==> src/rtl/press_decoder_pkg.sv <==
// Shared types and sizing helpers for the lock-code press decoder.
package press_decoder_pkg;

   typedef enum logic [2:0] {
      IDLE,
      PRESSED,
      GAP,
      EMIT,
      ABORT,
      DRAIN
   } state_t;

   localparam int MAX_PRESSES = 15;

   function automatic int dur_width(int gap_ticks, int hold_ticks);
      int m;
      m = (gap_ticks > hold_ticks) ? gap_ticks : hold_ticks;
      return $clog2(m + 1);
   endfunction

endpackage

==> src/rtl/press_debounce.sv <==
// Two-flop synchroniser and stable-count debouncer for the raw button.
module press_debounce #(
   parameter int DEBOUNCE_CYCLES = 120000
) (
   input  logic hwclk,
   input  logic rst,
   input  logic btn_in,
   output logic btn_db,
   output logic rise,
   output logic fall
);

   localparam int CW = $clog2(DEBOUNCE_CYCLES + 1);

   logic [1:0]    sync;
   logic [CW-1:0] cnt;

   // Level flips only once the disagreement has lasted the full window.
   always_ff @(posedge hwclk or posedge rst) begin
      if (rst) begin
         sync   <= '0;
         cnt    <= '0;
         btn_db <= 1'b0;
         rise   <= 1'b0;
         fall   <= 1'b0;
      end else begin
         sync <= {sync[0], btn_in};
         rise <= 1'b0;
         fall <= 1'b0;
         if (sync[1] == btn_db) begin
            cnt <= '0;
         end else if (cnt == CW'(DEBOUNCE_CYCLES)) begin
            cnt    <= '0;
            btn_db <= sync[1];
            rise   <= sync[1];
            fall   <= ~sync[1];
         end else begin
            cnt <= cnt + CW'(1);
         end
      end
   end

endmodule

==> src/rtl/press_decoder.sv <==
// Counts debounced button presses in a burst and emits the count as a digit.
// Optional hold-to-clear: PRESS_DECODER_HOLD_CLEAR_EN.
module press_decoder
   import press_decoder_pkg::*;
#(
   parameter int TICK_CYCLES     = 1200000,
   parameter int DEBOUNCE_CYCLES = 120000,
   parameter int GAP_TICKS       = 10,
   parameter int HOLD_TICKS      = 20
) (
   input  logic       hwclk,
   input  logic       rst,
   input  logic       btn_in,
   input  logic       enable,
   output logic [3:0] digit,
   output logic       digit_valid,
`ifdef PRESS_DECODER_HOLD_CLEAR_EN
   output logic       clear,
`endif
   output logic       error
);

   localparam int DW = dur_width(GAP_TICKS, HOLD_TICKS);
   localparam int PW = $clog2(TICK_CYCLES + 1);

   logic          btn_db;
   logic          rise;
   logic          fall;
   logic          tick;
   logic [PW-1:0] presc;
   logic [DW-1:0] dur;
   logic [DW-1:0] dur_inc;
   logic [3:0]    count;
   state_t        state;

   press_debounce #(
      .DEBOUNCE_CYCLES(DEBOUNCE_CYCLES)
   ) u_debounce (
      .hwclk (hwclk),
      .rst   (rst),
      .btn_in(btn_in),
      .btn_db(btn_db),
      .rise  (rise),
      .fall  (fall)
   );

   assign tick    = (presc == PW'(TICK_CYCLES - 1));
   assign dur_inc = dur + DW'(1);

   // Tick phase restarts on each button edge so durations align to edges.
   always_ff @(posedge hwclk or posedge rst) begin
      if (rst) begin
         presc <= '0;
      end else if (state == IDLE || rise || fall || tick) begin
         presc <= '0;
      end else begin
         presc <= presc + PW'(1);
      end
   end

   always_ff @(posedge hwclk or posedge rst) begin
      if (rst) begin
         state       <= IDLE;
         count       <= '0;
         dur         <= '0;
         digit       <= '0;
         digit_valid <= 1'b0;
         error       <= 1'b0;
`ifdef PRESS_DECODER_HOLD_CLEAR_EN
         clear       <= 1'b0;
`endif
      end else begin
         digit_valid <= 1'b0;
         error       <= 1'b0;
`ifdef PRESS_DECODER_HOLD_CLEAR_EN
         clear       <= 1'b0;
`endif
         if (!enable) begin
            state <= IDLE;
            count <= '0;
            dur   <= '0;
         end else begin
            unique case (state)
               IDLE: begin
                  if (rise) begin
                     count <= 4'd1;
                     dur   <= '0;
                     state <= PRESSED;
                  end
               end
               PRESSED: begin
                  if (fall) begin
                     dur   <= '0;
                     state <= GAP;
                  end else if (tick && dur != DW'(HOLD_TICKS)) begin
                     dur <= dur_inc;
`ifdef PRESS_DECODER_HOLD_CLEAR_EN
                     if (dur_inc == DW'(HOLD_TICKS)) begin
                        clear <= 1'b1;
                        count <= '0;
                        state <= DRAIN;
                     end
`endif
                  end
               end
               GAP: begin
                  // A new press beats a coincident gap timeout.
                  if (rise) begin
                     if (count == 4'(MAX_PRESSES)) begin
                        error <= 1'b1;
                        state <= ABORT;
                     end else begin
                        count <= count + 4'd1;
                        dur   <= '0;
                        state <= PRESSED;
                     end
                  end else if (tick) begin
                     dur <= dur_inc;
                     if (dur_inc >= DW'(GAP_TICKS)) begin
                        digit       <= count;
                        digit_valid <= 1'b1;
                        state       <= EMIT;
                     end
                  end
               end
               EMIT: begin
                  state <= IDLE;
               end
               ABORT: begin
                  count <= '0;
                  state <= DRAIN;
               end
               DRAIN: begin
                  if (!btn_db) begin
                     state <= IDLE;
                  end
               end
               default: begin
                  state <= IDLE;
               end
            endcase
         end
      end
   end

endmodule

==> config.mk <==
export PLATFORM = sky130hd
export DESIGN_NAME = press_decoder
export DESIGN_NICKNAME = d
export VERILOG_FILES = /design/src/rtl/press_decoder_pkg.sv /design/src/rtl/press_debounce.sv /design/src/rtl/press_decoder.sv
export SDC_FILE = /design/constraint.sdc
export NUM_CORES = 1
export LEC_CHECK = 0
export CAP_MARGIN = 25
export CORE_MARGIN = 2
export CORE_UTILIZATION = 29
export DETAILED_ROUTE_END_ITERATION = 7
export PLACE_DENSITY = 0.54
export SLEW_MARGIN = 20
export SYNTH_ARGS = -nofsm -noshare
export SYNTH_HDL_FRONTEND = slang
export SYNTH_HIERARCHICAL = 1
export SYNTH_SLANG_ARGS = --single-unit
==> constraint.sdc <==
create_clock -name hwclk -period 6.8 [get_ports hwclk]
set_clock_uncertainty 0.15 [all_clocks]
set_input_delay 1.36 -clock hwclk [delete_from_list [all_inputs] [get_ports hwclk]]
set_output_delay 1.36 -clock hwclk [all_outputs]
set_load 0.02 [all_outputs]
# After elaboration in Yosys (flattened, before gate mapping)
# Cells that the tools add are included.
# totals
reg_bits	61
in_bits	4
output_inout_bits	6
wordCells	88
# classes
n_addsub	4
magnitude_cmp	1
eq_ne	20
muxes	38
bitwise	3
n_reduce_logical	10
# op_table
cell	count
5-bit two-way mux	7
17-bit two-way mux	2
3-bit two-way mux	8
21-bit by 1-bit adder with 21-bit output, second input constant	1
21-bit == test, second input constant	1
21-bit two-way mux	1
17-bit by 1-bit adder with 17-bit output, second input constant	1
17-bit == test, second input constant	1
4-bit two-way mux	4
3-bit case mux with 5 select lines	1
5-bit case mux with 3 select lines	1
5-bit AND reduction	3
1-bit two-way mux	13
4-bit by 3-bit != test with 1-bit output, second input constant	3
4-bit case mux with 3 select lines	1
3-bit by 2-bit != test with 1-bit output, second input constant	3
4-bit by 1-bit != test with 1-bit output, second input constant	2
3-bit == test, second input constant	2
3-bit != test, second input constant	2
5-bit by 1-bit adder with 5-bit output, second input constant	1
5-bit by 4-bit greater-or-equal comparator with 1-bit output, second input constant	1
5-bit != test, second input constant	1
4-bit by 1-bit adder with 4-bit output, second input constant	1
4-bit == test, second input constant	1
other kinds (10)	14

# Longest topological paths before layout
# logic_depth
depth_word	7
depth_mapped	7
mapped_depth_nobuf	7

# Modules after synthesis
# Netlist, hierarchy kept.
# by_module_without_submodules
mod	instances	cells_per_inst	area_per_inst_um2	seq_area_each_um2
press_decoder	1	229	2138.3	975.9
press_debounce	1	98	1068.5	550.5

# Worst setup path before layout
# Ideal clock, no wire load.
# synth_path
kind	in2reg
from	input enable
to	register dur[3]
setup_time_ps	69
t_arrival_ps	2701
t_required_ps	6581
path_slack_ps	3880
cell_stages	6
n_path_buf	1
path_cell_list	clkbuf_1 -> nand2b_1 -> nor4_1 -> or4_4 -> or4_1 -> nand3_1
# synth_via
elab_chain_len	2
elab_cells_between_ends	7
classes_between	eq/ne: 5; mux: 1; reduce/logical: 1
# synth_rtl
element	line	source
start, declared	press_decoder.sv:14	input logic enable,
4-bit != test (no line), or another cell as far along	-	
5-bit AND reduction (no line)	-	
end signal, assigned	press_decoder.sv:96	dur <= dur_inc;
end signal, assigned	press_decoder.sv:118	dur <= dur_inc;
end, declared	press_decoder.sv:31	logic [DW-1:0] dur;
# Parallel ways exist; a longest one is shown, timed or not.
# A chain may end at the register's enable or synchronous reset.

# Final worst setup path
# Ends and elaborated chain as after synthesis.

==> flow_metrics.tcl <==
set metrics [dict create \
    reg2reg_from "presc[7]" \
    cts.sinks 61 \
    dp_cells 466 \
    synthCells 327 \
    areaGrowthSynthToFinish_pct 13.1 \
    setup_viol 0 \
    tns_ps 0 \
    cts.path.max_buffers 2 \
    grt_pass1_vias 2355 \
    r2r_end "presc[12]" \
    gr-usage-met3_pct 3.53 \
    multiInputGateArea_um2 1590 \
    worst_slack_ps 3680 \
    pwr_density_cell_nw_per_um2 196 \
    netlist_area_um2 3210 \
    grt_usage_pct 12.1 \
    maxCapViolCount 0 \
    leakage_uw 0.00149 \
    fp.coreArea_um2 10800 \
    synth-seq-area-share_pct 47.6 \
    synth_top_family_by_area "simple AND/OR/NAND/NOR gates" \
    worst_slew_pin_slew_ps 814 \
    cts_setup_buffers 0 \
    r2r_cells 5 \
    min_period_ps 3120 \
    postCtsResizedCells 0 \
    die_area_um2 11900 \
    vdd_drop_max_uv 105 \
    max_slew_margin_pct 45.6 \
    first_pass_iters 4 \
    yosys.area_share.adder_pct 2.73 \
    seq_area_um2 1530 \
    cts_max_level 3 \
    grtUsageMet2_pct 19.4 \
    ys_top_cells_by_area "dfrtp_1 48%, nor2_1 5.5%, xnor2_1 5.5%" \
    drt_iter0_drc 98 \
    cts-hold-fix-buffers 0 \
    crit_path_end_kind "flip-flop" \
    reg2reg_slack_ps 4190 \
    gp_congestion 0.765 \
    synth_warnings 6 \
    finish.net_count 348 \
    yosysTopAreaCell "dfrtp_1" \
    netlist.area_leader.share_pct 47.6 \
    rows 38 \
    hold_viol_final 0 \
    ant_nets 0 \
    ys_seq_elements 61 \
    synth_edf_count 0 \
    hp-class "reg2reg" \
    whs_path_depth 0 \
    clk_latency_ps 340 \
    synth-main-ff-cell "dfrtp_1" \
    cts_tree "yes" \
    start_util_pct 29.7 \
    synth-compound-area-share_pct 5.70 \
    antenna_cells 0 \
    synthSimpleGateAreaFrac_pct 29.2 \
    die_h_um 109 \
    post_drt_wl_per_cell_um 12.8 \
    layoutNonFillerInstCount 482 \
    dp_hpwl_mm 4.35 \
    grt_first_pass_wirelength_mm 11.3 \
    drv_slew 0 \
    synth_nets 338 \
    worstSetupStartpointType "input pin" \
    fp.dieW_um 109 \
    antenna_found_initial 0 \
    grt_max_degree 40 \
    async_flop_share_pct 100 \
    vias_per_cell 4.78 \
    finalCritPeriodShare_pct 45.8 \
    cp_max_fo 10 \
    crit_type "in2reg" \
    status "completed" \
    dp_worst_setup_slack_ps 3330 \
    finalPower_uw 710 \
    arrival_ps 3240 \
    busiest_layer "met2" \
    io_buffer_count 9 \
    cts_inserted_buffers 9 \
    min_from "u_debounce/sync[0]" \
    vias 2303 \
    synthXorXnorAreaFrac_pct 9.83 \
    gr-total-overflow 0 \
    wl_mm 6.17 \
    ios 10 \
    met1_usage_pct 15.7 \
    ys_types 50 \
    syn_avg_cell_area_um2 9.81 \
    fillCellCount 1069 \
    hold_end "u_debounce/sync[1]" \
    cts.clk_slew.worst_paths_ps 70 \
    drc_errors 0 \
    muxShareOfSynthArea_pct 2.11 \
    drive_gt1_share_pct 10.5 \
    required_ps 6930 \
    grt_setup_unrepaired "false" \
    root_buffer "clkbuf_8" \
    max_freq_mhz 321 \
]
## worst max-delay path: stages
cell             delay, ps
clkdlybuf4s50_1        570
nand2b_1               220
nor4_1                  80
or4_4                  450
or4_1                  470
nand3_1                 90
## metrics by stage
| stage | hold slack (ps) | util (%) | area [um^2] |
|---|---|---|---|
| 2_1_floorplan | 181 | - | 3210 |
| 3_3_place_gp | 184 | 31.7 | 3430 |
| 3_5_place_dp | 186 | 31.7 | 3430 |
| 4_1_cts | 204 | 33.6 | 3630 |
| 5_1_grt | 224 | 33.6 | 3630 |
| 6_report | 202 | 33.6 | 3630 |
## cells in the mapped netlist (all sizes together) (2+ instances only)
cell,instances
a21boi,3
a21o,2
a21oi,3
and2,4
and3,7
and4,5
buf,3
clkbuf,8
dfrtp,61
ha,7
inv,10
mux2,6
nand2,25
nand2b,2
nand3,21
nand4,13
nor2,49
nor2b,5
nor3,9
nor3b,5
nor4,9
nor4b,2
o211ai,3
o21ai,9
or3,2
or4,5
xnor2,20
xor2,16
## routing by layer
| layer | share of wire, % | routed length, um |
|---|---|---|
| met3 | 2.6 | 159 |
| met1 | 49 | 3050 |
| met2 | 46 | 2860 |
| met5 | 0 | 0 |
| met4 | 1.7 | 102 |
## state kept, by name (all words and copies together), names as in the netlist, 2 cells and up
signal / cells
state: 3
digit: 4
u_debounce/cnt: 17
presc: 21
count: 4
u_debounce/sync: 2
dur: 5
## cells in the final DEF (no fill, tap or decap), types with 6 or more instances in the layout
master and n:
nand3_1 21, nor3_1 9, and3_1 7, clkdlybuf4s50_1 9, clkbuf_8 10, o21ai_0 9
inv_1 10, nand2_1 24, mux2_2 6, xor2_1 16, xnor2_1 20, dfrtp_1 61
nand4_1 11, nor2_1 47, nor4_1 9, ha_1 7
## cell families after synthesis
| kind of cell | Yosys count |
|---|---|
| simple gates | 169 |
| flops | 61 |
| xor+xnor | 36 |
| compound gates | 27 |
| buf+inv | 21 |
| fa+ha+maj | 7 |
| mux | 6 |
## report_power, final
group	internal [uW]	switching (uW)
sequential	365	2.89
combinational	4.91	13.2
clock	178	147
total	547	163
## cell type report
type	instances	area share [%]
Inverter	10	1.04
Tap cell	140	4.83
Timing Repair Buffer	10	2.69
Multi-Input combinational cell	245	43.8
Sequential cell	61	42.1
Clock buffer	10	3.80
Clock inverter	6	1.73
## worst max-delay path by stage
stage | start | end | slack [ps] | depth (start not counted)
floorplan | enable | dur[3] | 3880 | 6
global placement | enable | dur[3] | 3360 | 6
detailed placement | enable | dur[3] | 3330 | 6
CTS | enable | dur[3] | 3700 | 6
global route | enable | dur[3] | 3610 | 6
finish | enable | dur[3] | 3680 | 6
(Power assumes the default switching activity.)
